$ cat src/rtl/mem_responder_if.sv
// Request/response bus between the multicycle datapath and the memory responder.
interface mem_responder_if;
  logic        req_valid;
  logic        req_write;
  logic [31:0] req_addr;
  logic [31:0] req_wdata;
  logic        req_ready;
  logic        resp_valid;
  logic [31:0] resp_rdata;
  logic        resp_err;

  modport master (
    output req_valid, req_write, req_addr, req_wdata,
    input  req_ready, resp_valid, resp_rdata, resp_err
  );

  modport slave (
    input  req_valid, req_write, req_addr, req_wdata,
    output req_ready, resp_valid, resp_rdata, resp_err
  );
endinterface

$ cat src/rtl/mem_responder.sv
// Word-addressed memory responder: one request at a time, WAIT_CYCLES wait states,
// then the access, then a single-cycle response pulse.
module mem_responder #(
  parameter int unsigned ADDR_WORDS  = 64,
  parameter int unsigned WAIT_CYCLES = 2
) (
  input  logic            clock,
  input  logic            reset,
  mem_responder_if.slave  bus
);

  localparam int unsigned IdxW = (ADDR_WORDS > 1) ? $clog2(ADDR_WORDS) : 1;

  localparam logic [1:0] StIdle = 2'd0;
  localparam logic [1:0] StBusy = 2'd1;
  localparam logic [1:0] StResp = 2'd2;

  logic [1:0]      state_q, state_d;
  logic [3:0]      cnt_q, cnt_d;
  // Only the word index is kept; out-of-range upper bits are folded into err at acceptance.
  logic [IdxW-1:0] addr_q, addr_d;
  logic [31:0]     wdata_q, wdata_d;
  logic            write_q, write_d;
  logic            err_q, err_d;
  logic [31:0]     rdata_q, rdata_d;
  logic            rerr_q, rerr_d;

  // Storage starts at zero and is deliberately untouched by reset.
  logic [31:0]     mem_q [ADDR_WORDS] = '{default: '0};

  logic            req_err;
  logic            mem_we;

  // Request decode and array write enable.
  always_comb begin
    req_err = (bus.req_addr[1:0] != 2'b00) ||
              ({2'b00, bus.req_addr[31:2]} >= 32'(ADDR_WORDS));
    mem_we  = (state_q == StBusy) && (cnt_q == 4'd0) && write_q && !err_q;
  end

  // Next-state logic for the IDLE -> BUSY -> RESP handshake.
  always_comb begin
    state_d = state_q;
    cnt_d   = cnt_q;
    addr_d  = addr_q;
    wdata_d = wdata_q;
    write_d = write_q;
    err_d   = err_q;
    rdata_d = rdata_q;
    rerr_d  = rerr_q;
    case (state_q)
      StIdle: begin
        if (bus.req_valid) begin
          addr_d  = bus.req_addr[IdxW+1:2];
          wdata_d = bus.req_wdata;
          write_d = bus.req_write;
          err_d   = req_err;
          cnt_d   = 4'(WAIT_CYCLES);
          state_d = StBusy;
        end
      end
      StBusy: begin
        if (cnt_q != 4'd0) begin
          cnt_d = cnt_q - 4'd1;
        end else begin
          rdata_d = (!write_q && !err_q) ? mem_q[addr_q] : 32'h0;
          rerr_d  = err_q;
          state_d = StResp;
        end
      end
      StResp: begin
        rdata_d = 32'h0;
        rerr_d  = 1'b0;
        state_d = StIdle;
      end
      default: state_d = StIdle;
    endcase
  end

  // Control and request registers; async reset aborts any request in flight.
  always_ff @(posedge clock or posedge reset) begin
    if (reset) begin
      state_q <= StIdle;
      cnt_q   <= 4'd0;
      addr_q  <= '0;
      wdata_q <= 32'h0;
      write_q <= 1'b0;
      err_q   <= 1'b0;
      rdata_q <= 32'h0;
      rerr_q  <= 1'b0;
    end else begin
      state_q <= state_d;
      cnt_q   <= cnt_d;
      addr_q  <= addr_d;
      wdata_q <= wdata_d;
      write_q <= write_d;
      err_q   <= err_d;
      rdata_q <= rdata_d;
      rerr_q  <= rerr_d;
    end
  end

  // Storage write on the access edge of a good store.
  always_ff @(posedge clock) begin
    if (mem_we) begin
      mem_q[addr_q] <= wdata_q;
    end
  end

  assign bus.req_ready  = (state_q == StIdle);
  assign bus.resp_valid = (state_q == StResp);
  assign bus.resp_rdata = rdata_q;
  assign bus.resp_err   = rerr_q;

endmodule

$ cat src/flat_wrapper.sv
// flat-port wrapper written by rule: the top's interface ports become plain ports
module mem_responder_flat 
#(
  parameter int unsigned ADDR_WORDS  = 64,
  parameter int unsigned WAIT_CYCLES = 2
)
  (clock, reset, bus_req_valid, bus_req_write, bus_req_addr, bus_req_wdata, bus_req_ready, bus_resp_valid, bus_resp_rdata, bus_resp_err);
  mem_responder_if bus_i ();
  input  logic clock;
  input  logic reset;
  input wire logic [$bits(bus_i.req_valid)-1:0] bus_req_valid;
  input wire logic [$bits(bus_i.req_write)-1:0] bus_req_write;
  input wire logic [$bits(bus_i.req_addr)-1:0] bus_req_addr;
  input wire logic [$bits(bus_i.req_wdata)-1:0] bus_req_wdata;
  output wire logic [$bits(bus_i.req_ready)-1:0] bus_req_ready;
  output wire logic [$bits(bus_i.resp_valid)-1:0] bus_resp_valid;
  output wire logic [$bits(bus_i.resp_rdata)-1:0] bus_resp_rdata;
  output wire logic [$bits(bus_i.resp_err)-1:0] bus_resp_err;
  assign bus_i.req_valid = bus_req_valid;
  assign bus_i.req_write = bus_req_write;
  assign bus_i.req_addr = bus_req_addr;
  assign bus_i.req_wdata = bus_req_wdata;
  assign bus_req_ready = bus_i.req_ready;
  assign bus_resp_valid = bus_i.resp_valid;
  assign bus_resp_rdata = bus_i.resp_rdata;
  assign bus_resp_err = bus_i.resp_err;
  mem_responder #(.ADDR_WORDS(ADDR_WORDS), .WAIT_CYCLES(WAIT_CYCLES)) u_core (.clock(clock), .reset(reset), .bus(bus_i));
endmodule
$ cat config.mk
export PLATFORM = sky130hd
export DESIGN_NAME = mem_responder_flat
export DESIGN_NICKNAME = d
export VERILOG_FILES = /design/src/rtl/mem_responder_if.sv /design/src/rtl/mem_responder.sv /design/src/flat_wrapper.sv
export SDC_FILE = /design/constraint.sdc
export NUM_CORES = 2
export LEC_CHECK = 0
export CAP_MARGIN = 25
export CELL_PAD_IN_SITES_DETAIL_PLACEMENT = 0
export CELL_PAD_IN_SITES_GLOBAL_PLACEMENT = 1
export CORE_MARGIN = 1.5
export CORE_UTILIZATION = 35
export CTS_CLUSTER_DIAMETER = 60
export DETAILED_ROUTE_END_ITERATION = 6
export PLACE_DENSITY = 0.66
export SKIP_LAST_GASP = 1
export SLEW_MARGIN = 5
export SYNTH_ARGS = -nofsm -noshare
export SYNTH_HDL_FRONTEND = slang
export SYNTH_SLANG_ARGS = --single-unit
$ cat constraint.sdc
create_clock -name clock -period 4.75 [get_ports clock]
set_input_delay 0.95 -clock clock [delete_from_list [all_inputs] [get_ports clock]]
set_output_delay 0.95 -clock clock [all_outputs]
set_load 0.005 [all_outputs]
==> summary.txt <==
GRT
  – Largest net degree at the start of global routing: 195
  – Gr usage total: 20.35%
  – First-pass GRT wire length: 346,400 µm
  – Initial antenna violation count: 19
  – Grt ovf: 0
  – Number of global-route vias before repair: 45,030

Placed design
  – Final HPWL DP: 145,200 µm
  – # port buffers: 102
  – Routability Congestion: 0.8554

Die
  – Die width: 488.2 µm
  – Row cnt: 177
  – Die H: 488.2 µm
  – Boundary pin count: 103
  – Die area: 0.2383 mm²
  – CORE AREA: 0.2332 mm²
  – Initial Utilization: 35.33%

STA
  – RSZ-0062 raised after global routing: false
  – Slew Limit Fails: 0
  – Worst-Margin Slew: 1103 ps
  – Finish-stage setup viols: 0
  – Post-route minimum period: 4074 ps
  – Clock Skew: 60.25 ps
  – Slew margin rel.: 26.40%
  – Fmax: 0.2454 GHz
  – Fin crit share: 85.78%
  – Setup_tns: 0 ps
  – Final hold vios: 0

Logic synthesis
  – Syn nets: 4,918
  – Cells after Synth: 4,849
  – Ys Warns: 0
  – Synth area leader: edfxtp_1
  – Most frequent cell after synthesis: edfxtp_1
  – Netlist cell types: 61
  – Synth top area cells: edfxtp_1 75%, mux2i_1 6.2%, dfrtp_1 2.4%
  – Cell area after synthesis: 0.08239 mm²
  – Asr flop ratio synth: 3.714%
  – EDFF count, synth: 2,048
  – Top cells by count, synth: 2,048 x edfxtp_1, 511 x mux2i_1, 284 x o22ai_1, 221 x nand2_1, 186 x clkbuf_1
  – #FFs+latches synth: 2,127
  – Post-synth top area share: 74.65%
  – Ys flop type: edfxtp_1
  – Post-Syn Area per Cell: 16.99 µm²
  – Seq/Total Area, Yosys: 77.05%

Power and ir drop
  – Flop pwr share: 42.8%
  – Static leakage: 31.02 nW
  – Sw Pwr: 21.63 mW
  – Pwr dens: 627.3 mW/mm²
  – Sw frac: 36.12%
  – Clock power share: 27.2%
  – Gate power share: 30.0%
  – Int Pwr: 38.26 mW
  – Worst vdd ir: 0.6303 mV

Cells and area
  – FILL cells: 20,770
  – Core Util, Final: 40.94%
  – Register area: 0.06354 mm²
  – Area growth syn-to-layout: 15.89%
  – Footprint of the multi-input gates: 0.01722 mm²
  – Nets: 5,127
  – Layout cells sized above 1: 13.50%

Worst setup path
  – Crit path kind: reg -> reg
  – Delay of the slowest critical-path stage: 740 ps
  – Worst path top cell family by delay: simple AND/OR/NAND/NOR gates
  – Crit-path cells: nand2_4, buf_4, buf_4, o32ai_1, o31ai_1, o2111ai_1, nor4bb_1, o21ai_1
  – Crit Path Max Fanout: 33
  – Slowest CP cell: nor4bb_1
  – Worst path most repeated cell: buf_4
  – Crit. End Element: flip-flop
  – Startpoint types: flip-flop
  – CP Data Arrival Time: 4790 ps
  – WP data required: 5460 ps
  – Worst path bufs/invs: 2

Clocking
  – Hold Buf Count CTS: 0
  – Clock buffer depth: 3
  – TritonCTS clock tree: built
  – Worst skew pair latency: 870 ps
  – Number of H-tree levels: 4
  – Clk root buf: clkbuf_16
  – Clock-pin transition on the worst setup and hold timing paths: 60 ps
  – CTS sink count: 2,127
  – CTS buffer count: 209
  – Setup bufs post-CTS: 0
  – # resized after CTS: 0

Worst hold path
  – Worst Hold Class: reg -> reg

Drt
  – Via count: 47,230
  – Antenna Violating Nets Remaining: 0
  – Pre-antenna DRT Iters: 7
  – Post-route DRC violation count: 0
  – Routed vias/inst: 5.640
  – Detailed-route wire length per cell: 29.44 µm
  – Iteration-0 DRC count of the detailed router: 5,509
  – Total detailed-routing wirelength: 246,500 µm

Outcome
  – Status: finished, final reports clean

Flow run
  – Max-cap violation count: 0
-- cells in the final DEF, fill, tap and decap left out, drive strengths merged, types with 52 or more instances in the layout --
cell / count
edfxtp: 2048
mux2i: 511
o22ai: 284
clkbuf: 282
buf: 249
nand2: 222
inv: 182
o32ai: 168
nor2: 142
a221oi: 130
o21ai: 105
clkdlybuf4s50: 102
o31ai: 85
clkinv: 83
a221o: 82
dfrtp: 79
nor2b: 63
a22o: 60
a32o: 59
a211oi: 58
a21oi: 52
-- worst paths after layout --
check	startpoint	endpoint	slack (ps)	depth (start not counted)
setup reg to reg	u_core.addr_q[2]	u_core.bus.resp_rdata[24]	680	8
hold reg to reg	u_core.wdata_q[21]	u_core.wdata_q[21]	510	1
min in group asynchronous	reset	u_core.wdata_q[15]	610	2
hold / removal	u_core.wdata_q[21]	u_core.wdata_q[21]	510	1
max in group asynchronous	reset	u_core.wdata_q[24]	3240	3
setup / recovery	u_core.addr_q[2]	u_core.bus.resp_rdata[24]	680	8
-- worst reg2reg max path: cells and delay by family, from the launching register on --
family,cells,cell delay (ps)
and+or+nand+nor,2,1270
AOI/OAI and AO/OA,4,1190
DFF,1,720
buffers and inverters,2,730
-- registers in the layout, indices dropped and copies added (netlist names) --
signal	flops
u_core.state_q	2
u_core.addr_q	6
u_core.mem_q	2048
u_core.cnt_q	4
u_core.write_q	1
u_core.bus.resp_err	1
u_core.err_q	1
u_core.wdata_q	32
u_core.bus.resp_rdata	32
-- metrics by stage --
step | instances | power [mW] | setup WS [ps] | hold WS [ps] | area [µm²]
4_1_cts | 8365 | 59.97 | 768.2 | 515.9 | 95420
3_3_place_gp | 7970 | 43.58 | 649.1 | 496.9 | 88630
2_1_floorplan | 4849 | 34.72 | 1152 | 473.7 | 82390
6_report | 8373 | 59.89 | 675.5 | 511.8 | 95480
3_5_place_dp | 7976 | 43.83 | 778.1 | 503.4 | 88720
5_1_grt | 8369 | 61.61 | 651.3 | 532.6 | 95470
-- kinds of logic after synthesis --
kind of cell | after synthesis | share of synthesized area, %
buf+inv | 530 | 2.770
compound gates | 1131 | 10.43
flops | 2127 | 77.05
simple gates | 504 | 2.899
fa+ha+maj | 1 | 0.01518
mux | 554 | 6.823
xor+xnor | 2 | 0.02127
-- power groups by stage --
stage,Combinational (mW),Clock [mW],Sequential (mW)
2_1_floorplan,9.33,0,25.4
3_3_place_gp,17.5,0,26.1
3_5_place_dp,17.7,0,26.1
4_1_cts,17.8,16.5,25.7
5_1_grt,18.7,17.2,25.7
6_report,18.0,16.3,25.6
-- layer usage --
metal / global-route usage, % / vias up / share of wire, %
met2: 32.18 / 2283 / 47
met3: 3.521 / 311 / 8.6
met1: 28.44 / 24540 / 41
met5: 0 / - / 0.015
met4: 6.574 / 2 / 3.2
li1: - / 20090 / -
-- area by class of cell --
class                           instances  share of cell area [%]
Antenna cell                            5                 0.01310
Clock buffer                          282                   5.936
Clock inverter                        107                   1.082
Inverter                              177                  0.7050
Multi-Input combinational cell       2192                   18.03
Sequential cell                      2127                   66.56
Tap cell                             3132                   4.104
Timing Repair Buffer                  351                   3.571
No activity file was read; power rests on OpenSTA's default activity.
